File: src/rtl/tile_cfg_pkg.sv
// Shared types and sizing helpers for the tile configuration bank programmer.
package tile_cfg_pkg;

    typedef enum logic [2:0] {
        IDLE,
        LOAD,
        SETUP,
        PULSE,
        HOLD,
        DONE
    } cfg_state_e;

    localparam int STATE_W = 3;

    function automatic int chunks_f(input int bl_width, input int word_w);
        return (bl_width + word_w - 1) / word_w;
    endfunction

    // Counter width that stays at least one bit for degenerate sizes.
    function automatic int cnt_w_f(input int n);
        return (n <= 1) ? 1 : $clog2(n);
    endfunction

endpackage

File: src/rtl/cfg_row_assembler.sv
// Builds one bitline row from a stream of words: chunk k lands on bits
// k*WORD_W upward, word bit i on row bit k*WORD_W+i; overflow bits are dropped.
module cfg_row_assembler
    import tile_cfg_pkg::*;
#(
    parameter int BL_WIDTH = 10,
    parameter int WORD_W   = 4
) (
    input  logic                clk,
    input  logic                rst,
    input  logic                accept,
    input  logic                row_clr,
    input  logic [WORD_W-1:0]   cfg_data,
    output logic [BL_WIDTH-1:0] bl,
    output logic                last_chunk
);
    localparam int CHUNKS = chunks_f(BL_WIDTH, WORD_W);
    localparam int CW     = cnt_w_f(CHUNKS);
    localparam logic [CW-1:0] CHUNK_LAST = CW'(CHUNKS - 1);

    logic [BL_WIDTH-1:0] bl_q, bl_d;
    logic [CW-1:0]       chunk_q, chunk_d;

    assign last_chunk = (chunk_q == CHUNK_LAST);
    assign bl         = bl_q;

    always_comb begin
        bl_d    = bl_q;
        chunk_d = chunk_q;
        if (row_clr) begin
            chunk_d = '0;
        end else if (accept) begin
            for (int i = 0; i < BL_WIDTH; i++) begin
                if (CW'(i / WORD_W) == chunk_q) begin
                    bl_d[i] = cfg_data[i % WORD_W];
                end
            end
            // Parked on the last chunk; the row is finished before it could wrap.
            if (!last_chunk) begin
                chunk_d = chunk_q + CW'(1);
            end
        end
    end

    always_ff @(posedge clk or posedge rst) begin
        if (rst) begin
            bl_q    <= '0;
            chunk_q <= '0;
        end else begin
            bl_q    <= bl_d;
            chunk_q <= chunk_d;
        end
    end

endmodule

File: src/rtl/tile_cfg_bank_programmer.sv
// Programs a tile's configuration bank row by row: load a row on bl, then
// pulse the matching wordline for WL_PULSE cycles with setup/hold margins.
module tile_cfg_bank_programmer
    import tile_cfg_pkg::*;
#(
    parameter int NUM_WL   = 4,
    parameter int BL_WIDTH = 10,
    parameter int WORD_W   = 4,
    parameter int WL_PULSE = 2
) (
    input  logic                clk,
    input  logic                reset,
    input  logic                start,
    input  logic                abort,
    input  logic [WORD_W-1:0]   cfg_data,
    input  logic                cfg_valid,
    output logic                cfg_ready,
    output logic [0:BL_WIDTH-1] bl,
    output logic [0:NUM_WL-1]   wl,
    output logic                busy,
    output logic                done,
    output logic [STATE_W-1:0]  dbg_state
);
    localparam int RW = cnt_w_f(NUM_WL);
    localparam int PW = $clog2(WL_PULSE + 1);
    localparam logic [RW-1:0] ROW_LAST   = RW'(NUM_WL - 1);
    localparam logic [PW-1:0] PULSE_LAST = PW'(WL_PULSE - 1);

    cfg_state_e          state_q, state_d;
    logic [RW-1:0]       row_q, row_d;
    logic [PW-1:0]       pulse_q, pulse_d;
    logic [0:NUM_WL-1]   wl_q, wl_d;
    logic                accept, row_clr, last_chunk;
    logic [BL_WIDTH-1:0] row_bits;

    cfg_row_assembler #(
        .BL_WIDTH (BL_WIDTH),
        .WORD_W   (WORD_W)
    ) u_row (
        .clk        (clk),
        .rst        (reset),
        .accept     (accept),
        .row_clr    (row_clr),
        .cfg_data   (cfg_data),
        .bl         (row_bits),
        .last_chunk (last_chunk)
    );

    // Handshake: a word transfers on a rising edge where cfg_valid and
    // cfg_ready are both high; cfg_ready is high exactly while in LOAD. An
    // abort in that same cycle wins, so the word is dropped and bl is kept.
    always_comb begin
        state_d = state_q;
        row_d   = row_q;
        pulse_d = pulse_q;
        row_clr = 1'b0;
        accept  = cfg_valid && (state_q == LOAD) && !abort;

        if (abort) begin
            state_d = IDLE;
        end else begin
            unique case (state_q)
                IDLE: if (start) begin
                    state_d = LOAD;
                    row_d   = '0;
                    row_clr = 1'b1;
                end
                LOAD:  if (accept && last_chunk) state_d = SETUP;
                SETUP: begin
                    state_d = PULSE;
                    pulse_d = '0;
                end
                PULSE: begin
                    if (pulse_q == PULSE_LAST) state_d = HOLD;
                    else                       pulse_d = pulse_q + PW'(1);
                end
                HOLD: begin
                    if (row_q == ROW_LAST) begin
                        state_d = DONE;
                    end else begin
                        state_d = LOAD;
                        row_d   = row_q + RW'(1);
                        row_clr = 1'b1;
                    end
                end
                DONE:    state_d = IDLE;
                default: state_d = IDLE;
            endcase
        end

        wl_d = '0;
        if (state_d == PULSE) wl_d[row_q] = 1'b1;
    end

    always_ff @(posedge clk or posedge reset) begin
        if (reset) begin
            state_q <= IDLE;
            row_q   <= '0;
            pulse_q <= '0;
            wl_q    <= '0;
        end else begin
            state_q <= state_d;
            row_q   <= row_d;
            pulse_q <= pulse_d;
            wl_q    <= wl_d;
        end
    end

    // Bus index i on bl carries row bit i.
    always_comb begin
        for (int i = 0; i < BL_WIDTH; i++) bl[i] = row_bits[i];
    end

    assign wl        = wl_q;
    assign cfg_ready = (state_q == LOAD);
    assign busy      = (state_q != IDLE);
    assign done      = (state_q == DONE);
    assign dbg_state = state_q;

endmodule

File: config.mk
export PLATFORM = sky130hd
export DESIGN_NAME = tile_cfg_bank_programmer
export DESIGN_NICKNAME = d
export VERILOG_FILES = /design/src/rtl/tile_cfg_pkg.sv /design/src/rtl/cfg_row_assembler.sv /design/src/rtl/tile_cfg_bank_programmer.sv
export SDC_FILE = /design/constraint.sdc
export NUM_CORES = 1
export LEC_CHECK = 0
export CORE_MARGIN = 3
export CORE_UTILIZATION = 45
export CTS_BUF_LIST = sky130_fd_sc_hd__clkbuf_8 sky130_fd_sc_hd__clkbuf_16
export CTS_CLUSTER_SIZE = 8
export DETAILED_ROUTE_END_ITERATION = 8
export HOLD_SLACK_MARGIN = 0.05
export MAX_ROUTING_LAYER = met4
export PLACE_DENSITY_LB_ADDON = 0.3
export SLEW_MARGIN = 25
export SYNTH_ARGS = -nofsm -noshare
export SYNTH_HDL_FRONTEND = slang
export SYNTH_SLANG_ARGS = --single-unit
File: constraint.sdc
create_clock -name clk -period 2.1 [get_ports clk]
set_clock_uncertainty 0.15 [all_clocks]
set_input_delay 0.315 -clock clk [delete_from_list [all_inputs] [get_ports clk]]
set_output_delay 0.315 -clock clk [all_outputs]
set_load 0.1 [all_outputs]
==> results_dict.tcl, run 1 <==
set metrics [dict create \
    avgSynthCellArea_um2 11.9 \
    yosys_warnings 0 \
    relSlewSlack 0.783 \
    grt_pass1_vias 825 \
    floorplan.rows 17 \
    drv_cap 0 \
    hold_viol_final 0 \
    synth_nets 116 \
    ant_nets 0 \
    r2r_end "u_row.bl[4]$_DFFE_PP0P_" \
    port_buffers 28 \
    die_y_um 57.3 \
    worstSkewPairLatency_ns 0.26 \
    area.growth.synth_to_final_pct 35.3 \
    synth_top_area_share 0.487 \
    placedCellCount 155 \
    dpl_cell_area_um2 1550 \
    min_period_ns 1.98 \
    synthArstFlopShare 1.00 \
    gp_congestion 0.762 \
    setup_viol 0 \
    remaining_drc_errors 0 \
    vias_per_cell 5.25 \
    powerDensity_nw_per_um2 1170 \
    root_buffer "clkbuf_8" \
    ff2ff_setup_slack_ns 0.23 \
    grt_pass1_wl_um 3840 \
    clk_pin_slew_ns 0.08 \
    ys_seq_area_frac 0.487 \
    postSynthCellCount 99 \
    io_pins 29 \
    first_iter_violations 8 \
    crit_type "register to primary output" \
    status "complete, no violations" \
    cp-end-kind "primary output" \
    maxSlewViolCount 0 \
    final_common_cell "dfrtp_1" \
    coreArea_um2 2340 \
    die_w_um 57.3 \
    power_mw 1.87 \
    synth-seq-cells 23 \
    utilization 0.684 \
    synthTopCellsByArea "dfrtp_1, mux2_2, ha_1" \
    critPathRequiredTime_ns 1.63 \
    hold_buffers 0 \
    period_share 0.941 \
    synth_area_um2 1180 \
    nets 149 \
    grt-ovfl-total 0 \
    cts.sinks 23 \
    cts_tree "done" \
    start_util 0.505 \
    worstPathMaxFanout 13 \
    fillers 178 \
    cts.htree.levels 1 \
    cts_resized 0 \
    final_cell_mix "dfrtp_1, buf_4, mux2_2" \
    start_kind "register" \
    yosysTopAreaCell "dfrtp_1" \
    wire_per_inst_um 14.4 \
    grt_usage 0.155 \
    layout-drive-gt1-share 0.382 \
    seqCellArea_um2 587 \
    ys_types 35 \
    grt_setup_unrepaired "false" \
    antenna_found_initial 0 \
    multi_input_area_um2 574 \
    tns_ns 0 \
    vias 834 \
    synth_edf_count 0 \
    min_path_type "input pin to async pin" \
    postCtsSetupBuffers 0 \
    cts_buffers 3 \
    critPathArrivalTime_ns 1.51 \
    stdcell_area_um2 1600 \
    tightestPinTransition_ns 0.324 \
    fmax_mhz 506 \
    p_leak_nw 0.739 \
    die-area_um2 3280 \
    worstReg2RegStart "dbg_state[1]$_DFF_PP0_" \
    first_pass_iters 2 \
    wl_um 2290 \
    hpwl_um 1720 \
    synth-main-ff-cell "dfrtp_1" \
    reg2reg_depth 3 \
    antenna_cells 0 \
    stdcell_count 159 \
    ir_drop_mv 1.28 \
    clock_tree.buffer_depth 2 \
    grt_max_degree 24 \
]
[worst max-delay path, stage by stage (launching register included)]
cell and delay (ns):
dfrtp_4 0.56, or3_2 0.50, buf_12 0.18
[kinds of logic after synthesis]
kind of cell    Yosys count  share of synthesized area
compound gates           14                     0.0794
simple gates             32                      0.199
mux                      12                      0.113
fa+ha+maj                 8                     0.0847
flops                    23                      0.487
buf+inv                  10                     0.0370
[layout make-up]
| type | instances | share of cell area |
|---|---|---|
| inverter | 6 | 0.0141 |
| timing repair buffer | 32 | 0.210 |
| sequential | 23 | 0.367 |
| clock inverter | 1 | 0.00313 |
| clock buffer | 3 | 0.0258 |
| tap | 28 | 0.0219 |
| multi-input combinational | 66 | 0.359 |
[per-stage QoR]
stage / setup WS (ns) / hold slack (ns)
after floorplan: -0.0495 / 0.167
after global placement: 0.0750 / 0.339
after detailed placement: 0.0332 / 0.344
after CTS: 0.104 / 0.233
after global routing: 0.0787 / 0.271
final: 0.123 / 0.228
[worst max path at each step]
stage	from	to
2_1_floorplan	dbg_state[2]$_DFF_PP0_	cfg_ready
3_3_place_gp	abort	u_row.bl[5]$_DFFE_PP0P_
3_5_place_dp	abort	u_row.bl[5]$_DFFE_PP0P_
4_1_cts	dbg_state[0]$_DFF_PP0_	busy
5_1_grt	dbg_state[0]$_DFF_PP0_	busy
6_report	dbg_state[0]$_DFF_PP0_	busy
[flip-flops by register name, summed over array words and instances (netlist names)]
register	cells
dbg_state	3
pulse_q	2
row_q	2
u_row.bl	10
u_row.chunk_q	2
wl	4
[metal layers]
metal	GRT usage	routed length (um)	part of all wire	vias up
li1	-	-	-	410
met1	0.206	1060	0.46	405
met2	0.230	1100	0.48	14
met3	0.0430	95	0.042	5
met4	0.0497	31	0.014	0
met5	-	0	0	-
[power by group]
part,switching [mW],internal (mW)
Sequential,0.0587,0.539
Combinational,0.756,0.241
Clock,0.139,0.132
Total,0.953,0.912
[cell usage after synthesis (2+ instances only)]
| library cell | instances |
|---|---|
| mux2_2 | 11 |
| dfrtp_1 | 23 |
| nor2_1 | 2 |
| nand4b_1 | 2 |
| inv_1 | 6 |
| a21oi_1 | 5 |
| and2_1 | 5 |
| o31ai_1 | 2 |
| or2b_1 | 2 |
| a22o_1 | 3 |
| nand2_1 | 3 |
| nand3_1 | 2 |
| o21ai_0 | 2 |
| nor2b_1 | 2 |
| nor3_1 | 2 |
| ha_1 | 8 |
Note: power is estimated with default switching activity, not from simulation.
==> run 2, diff against run 1 <==
--- a/config.mk
+++ b/config.mk
@@ -6,7 +6,7 @@
 export NUM_CORES = 1
 export LEC_CHECK = 0
 export CORE_MARGIN = 3
-export CORE_UTILIZATION = 45
+export CORE_UTILIZATION = 48
 export CTS_BUF_LIST = sky130_fd_sc_hd__clkbuf_8 sky130_fd_sc_hd__clkbuf_16
 export CTS_CLUSTER_SIZE = 8
 export DETAILED_ROUTE_END_ITERATION = 8
==> run 2 against run 1 <==
Highest routed layer unchanged. First-iteration DRC count rose to 2.5 times the previous value. Cell count unchanged. Via count up 3.8%. Die area down 5.6%. Setup slack worse by 0.037 ns. Wire length down 0.70%. Combinational power about the same. Clock power down 3%. Utilization up 1.9 points. Maximum frequency down 1.8%. Global-route usage up 1.3 points.
==> results_dict.tcl, run 2 (synthesized netlist as in run 1, its figures left out) <==
set metrics [dict create \
    status "complete, no violations" \
    area.growth.synth_to_final_pct 35.2 \
    grt_max_degree 24 \
    worstSkewPairLatency_ns 0.26 \
    combinationalPowerShare 0.536 \
    powerDensity_nw_per_um2 1160 \
    cts_resized 0 \
    grt_setup_unrepaired "false" \
    clock_tree.buffer_depth 2 \
    hold_viol_final 0 \
    drv_cap 0 \
    coreArea_um2 2280 \
    remaining_drc_errors 0 \
    root_buffer "clkbuf_8" \
    final_common_cell "dfrtp_1" \
    maxSlewViolCount 0 \
    postCtsSetupBuffers 0 \
    worstPathMaxFanout 13 \
    wl_um 2270 \
    min_path_type "input pin to async pin" \
    internal_power_mw 0.911 \
    final_cell_mix "dfrtp_1, buf_4, mux2_2" \
    crit_type "register to primary output" \
    layout-drive-gt1-share 0.374 \
    grt_pass1_wl_um 4110 \
    tightestPinTransition_ns 0.354 \
    start_util 0.520 \
    vias 866 \
    die-area_um2 3090 \
    setup_viol 0 \
    first_pass_iters 4 \
    p_leak_nw 0.740 \
    cts_buffers 3 \
    fmax_mhz 497 \
    first_iter_violations 20 \
    grt_usage 0.168 \
    vias_per_cell 5.45 \
    utilization 0.703 \
    cts.htree.levels 1 \
    cp-end-kind "primary output" \
    nets 149 \
    cts.sinks 23 \
    io_pins 29 \
    antenna_cells 0 \
    clk_pin_slew_ns 0.08 \
    pwr-share-clk 0.141 \
    start_kind "register" \
    critPathArrivalTime_ns 1.55 \
    hold_buffers 0 \
    die_w_um 55.6 \
    power.share.sequential 0.323 \
    die_y_um 55.6 \
    cts_tree "done" \
    tns_ns 0 \
    relSlewSlack 0.763 \
    gp_congestion 0.818 \
    largest_register_ffs 10 \
    critPathRequiredTime_ns 1.63 \
    p_sw_mw 0.951 \
    ir_drop_mv 1.12 \
    port_buffers 28 \
    swShare 0.511 \
    hpwl_um 1740 \
    floorplan.rows 17 \
    ant_nets 0 \
    min_period_ns 2.01 \
    grt-ovfl-total 0 \
    grt_pass1_vias 923 \
    wire_per_inst_um 14.3 \
    antenna_found_initial 0 \
    period_share 0.959 \
]
run 2: through the flow:
stage | setup slack (ns) | instances | instance area (um^2) | total power [mW] | hold slack (ns)
2_1_floorplan | -0.0495 | 99 | 1230 | 1.38 | 0.167
3_3_place_gp | 0.0688 | 155 | 1550 | 1.59 | 0.340
3_5_place_dp | 0.00694 | 155 | 1550 | 1.62 | 0.348
4_1_cts | 0.0843 | 159 | 1600 | 1.87 | 0.256
5_1_grt | 0.0482 | 159 | 1600 | 1.93 | 0.301
6_report | 0.0869 | 159 | 1600 | 1.86 | 0.236
run 2: per-layer routing:
metal  vias up  GRT usage  share of wire
met2        40      0.277           0.51
met4         0     0.0590          0.010
li1        414          -              -
met3         5     0.0348          0.089
met1       407      0.204           0.39
met5         -          -              0
run 2: worst max-delay path, cell delays in order (launching register included):
cell	delay (ns)
dfrtp_4	0.57
or3_2	0.53
buf_12	0.18
run 2: power groups by stage:
stage | Sequential [mW] | Clock, mW | Combinational, mW
after floorplan | 1.19 | 0 | 0.191
after global placement | 0.604 | 0 | 0.989
after detailed placement | 0.612 | 0 | 1.00
after CTS | 0.603 | 0.266 | 1.00
after global routing | 0.615 | 0.287 | 1.03
final | 0.601 | 0.264 | 0.997
run 2: layout make-up:
type	count	area, um^2
Tap cell	28	35.0
Clock inverter	1	3.75
Sequential cell	23	587
Inverter	6	22.5
Multi-Input combinational cell	66	574
Fill cell	175	677
Clock buffer	3	41.3
Timing Repair Buffer	32	335
run 2: path summary, 6_finish.rpt:
| check | cells past startpoint | slack (ns) | start | endpoint |
|---|---|---|---|---|
| max | 2 | 0.09 | dbg_state[2]$_DFF_PP0_ | busy |
| min | 3 | 0.24 | reset | wl[1]$_DFF_PP0_ |
| max reg2reg | 3 | 0.19 | dbg_state[2]$_DFF_PP0_ | u_row.bl[6]$_DFFE_PP0P_ |
| min reg2reg | 1 | 0.36 | u_row.bl[8]$_DFFE_PP0P_ | u_row.bl[8]$_DFFE_PP0P_ |
| max in group asynchronous | 3 | 1.31 | reset | dbg_state[1]$_DFF_PP0_ |
| min in group clk | 1 | 0.36 | u_row.bl[8]$_DFFE_PP0P_ | u_row.bl[8]$_DFFE_PP0P_ |
==> run 3, diff against run 2 <==
--- a/config.mk
+++ b/config.mk
@@ -13,6 +13,8 @@
 export HOLD_SLACK_MARGIN = 0.05
 export MAX_ROUTING_LAYER = met4
 export PLACE_DENSITY_LB_ADDON = 0.3
+export RECOVER_POWER = 25
+export REMOVE_ABC_BUFFERS = 1
 export SLEW_MARGIN = 25
 export SYNTH_ARGS = -nofsm -noshare
 export SYNTH_HDL_FRONTEND = slang
==> run 3 against run 2 <==
Via count rose by 0.46%. Sequential cell count did not move. Highest routed layer unchanged. Maximum frequency fell by 1.9%. Cell count rose by 1.9%. Non-clock buffer count rose by 3. Sequential power barely moved. Register-to-register slack got worse by 0.02 ns. Global-route usage rose by 0.97 points.
==> results_dict.tcl, run 3 (synthesized netlist as in run 1, its figures left out) <==
set metrics [dict create \
    status "complete, no violations" \
    die_w_um 55.6 \
    grt_setup_unrepaired "false" \
    p_leak_nw 0.755 \
    antenna_found_initial 0 \
    gp_congestion 0.838 \
    path_depth 3 \
    power.share.sequential 0.323 \
    clock_tree.buffer_depth 2 \
    layout-drive-gt1-share 0.351 \
    first_iter_violations 24 \
    grt_usage 0.177 \
    die_y_um 55.6 \
    drv_cap 0 \
    grtUsageMet1 0.222 \
    internal_power_mw 0.906 \
    powerDensity_nw_per_um2 1160 \
    pwr-share-clk 0.141 \
    critPathBufInv 2 \
    vias_per_cell 5.37 \
    tns_ns 0 \
    first_pass_iters 4 \
    start_kind "register" \
    tightestPinTransition_ns 1.23 \
    worstPathMaxFanout 9 \
    die-area_um2 3090 \
    grt-ovfl-total 0 \
    clk_pin_slew_ns 0.08 \
    coreArea_um2 2280 \
    crit_type "register to primary output" \
    floorplan.rows 17 \
    relSlewSlack 0.177 \
    cts.sinks 23 \
    cts_resized 0 \
    root_buffer "clkbuf_8" \
    port_buffers 28 \
    grtUsageMet3 0.0371 \
    fmax_mhz 487 \
    nets 152 \
    cp-end-kind "primary output" \
    antenna_cells 0 \
    wire_per_inst_um 15.0 \
    placedCellCount 158 \
    use_met2 0.296 \
    stdcell_count 162 \
    seqCellArea_um2 576 \
    area.growth.synth_to_final_pct 34.9 \
    period_share 0.978 \
    r2r_end "u_row.bl[6]$_DFFE_PP0P_" \
    combinationalPowerShare 0.536 \
    io_pins 29 \
    worstSkewPairLatency_ns 0.26 \
    slowest_delay_ns 0.51 \
    reg2reg_depth 3 \
    worstReg2RegStart "dbg_state[0]$_DFF_PP0_" \
    largest_register_ffs 10 \
    critPathRequiredTime_ns 1.63 \
    maxSlewViolCount 0 \
    grt_pass1_vias 918 \
    cp_slowest_cell "or3_2" \
    postCtsSetupBuffers 0 \
    remaining_drc_errors 0 \
    min_path_type "register to register" \
    path_cells "buf_4 > or3_2 > buf_12" \
    cts_tree "done" \
    ant_nets 0 \
    p_sw_mw 0.952 \
    setup_viol 0 \
    hpwl_um 1840 \
    grt_pass1_wl_um 4330 \
    final_cell_mix "dfrtp_1, buf_4, mux2_2" \
    crit_path_end "busy" \
    ir_drop_mv 1.15 \
    fillers 172 \
    grt-busiest-layer "met2" \
    critPathArrivalTime_ns 1.59 \
    final_common_cell "dfrtp_1" \
    hold_viol_final 0 \
    multi_input_area_um2 563 \
    start_util 0.520 \
    hold_buffers 0 \
    ff2ff_setup_slack_ns 0.17 \
    crit_family "simple AND/OR/NAND/NOR gates" \
    cts.htree.levels 1 \
    wl_um 2430 \
    vias 870 \
    swShare 0.512 \
    min_period_ns 2.05 \
    startpoint "dbg_state[2]$_DFF_PP0_" \
    cts_buffers 3 \
    grt_max_degree 24 \
]
## run 3: worst min path at each step
stage                       startpoint                       to  cells after the start  slack (ns)
3_3_place_gp   u_row.bl[2]$_DFFE_PP0P_  u_row.bl[2]$_DFFE_PP0P_                      1        0.34
2_1_floorplan                    reset   dbg_state[0]$_DFF_PP0_                      1        0.17
6_report       u_row.bl[5]$_DFFE_PP0P_  u_row.bl[5]$_DFFE_PP0P_                      1        0.37
3_5_place_dp   u_row.bl[5]$_DFFE_PP0P_  u_row.bl[5]$_DFFE_PP0P_                      1        0.36
5_1_grt        u_row.bl[3]$_DFFE_PP0P_  u_row.bl[3]$_DFFE_PP0P_                      1        0.39
4_1_cts                          reset  u_row.bl[8]$_DFFE_PP0P_                      3        0.26
## run 3: area by class of cell
class	instances	share of cell area
Timing Repair Buffer	35	0.222
Sequential cell	23	0.361
Multi-Input combinational cell	66	0.353
Clock buffer	3	0.0259
Tap cell	28	0.0220
Clock inverter	1	0.00235
Inverter	6	0.0141
## run 3: layer usage
metal / part of all wire / wire length, um
met1: 0.43 / 1060
met2: 0.48 / 1170
met3: 0.071 / 173
met4: 0.0099 / 24
met5: 0 / 0
## run 3: power by group through the flow
stage	combinational, mW	clock, mW	sequential (mW)
final	0.996	0.263	0.599
after detailed placement	1.00	0	0.608
after CTS	1.00	0.270	0.599
after global routing	1.03	0.290	0.611
after floorplan	0.179	0	1.19
after global placement	0.990	0	0.602
## run 3: stage by stage
| step | util | total power [mW] | setup WS, ns | instance area, um^2 | hold WS [ns] |
|---|---|---|---|---|---|
| after CTS | 0.703 | 1.87 | 0.0423 | 1600 | 0.258 |
| after global placement | 0.683 | 1.59 | 0.105 | 1550 | 0.341 |
| after floorplan | - | 1.37 | -1.72 | 1160 | 0.167 |
| final | 0.701 | 1.86 | 0.0470 | 1600 | 0.367 |
| after detailed placement | 0.683 | 1.61 | 0.00968 | 1550 | 0.355 |
| after global routing | 0.701 | 1.93 | 0.000204 | 1600 | 0.389 |
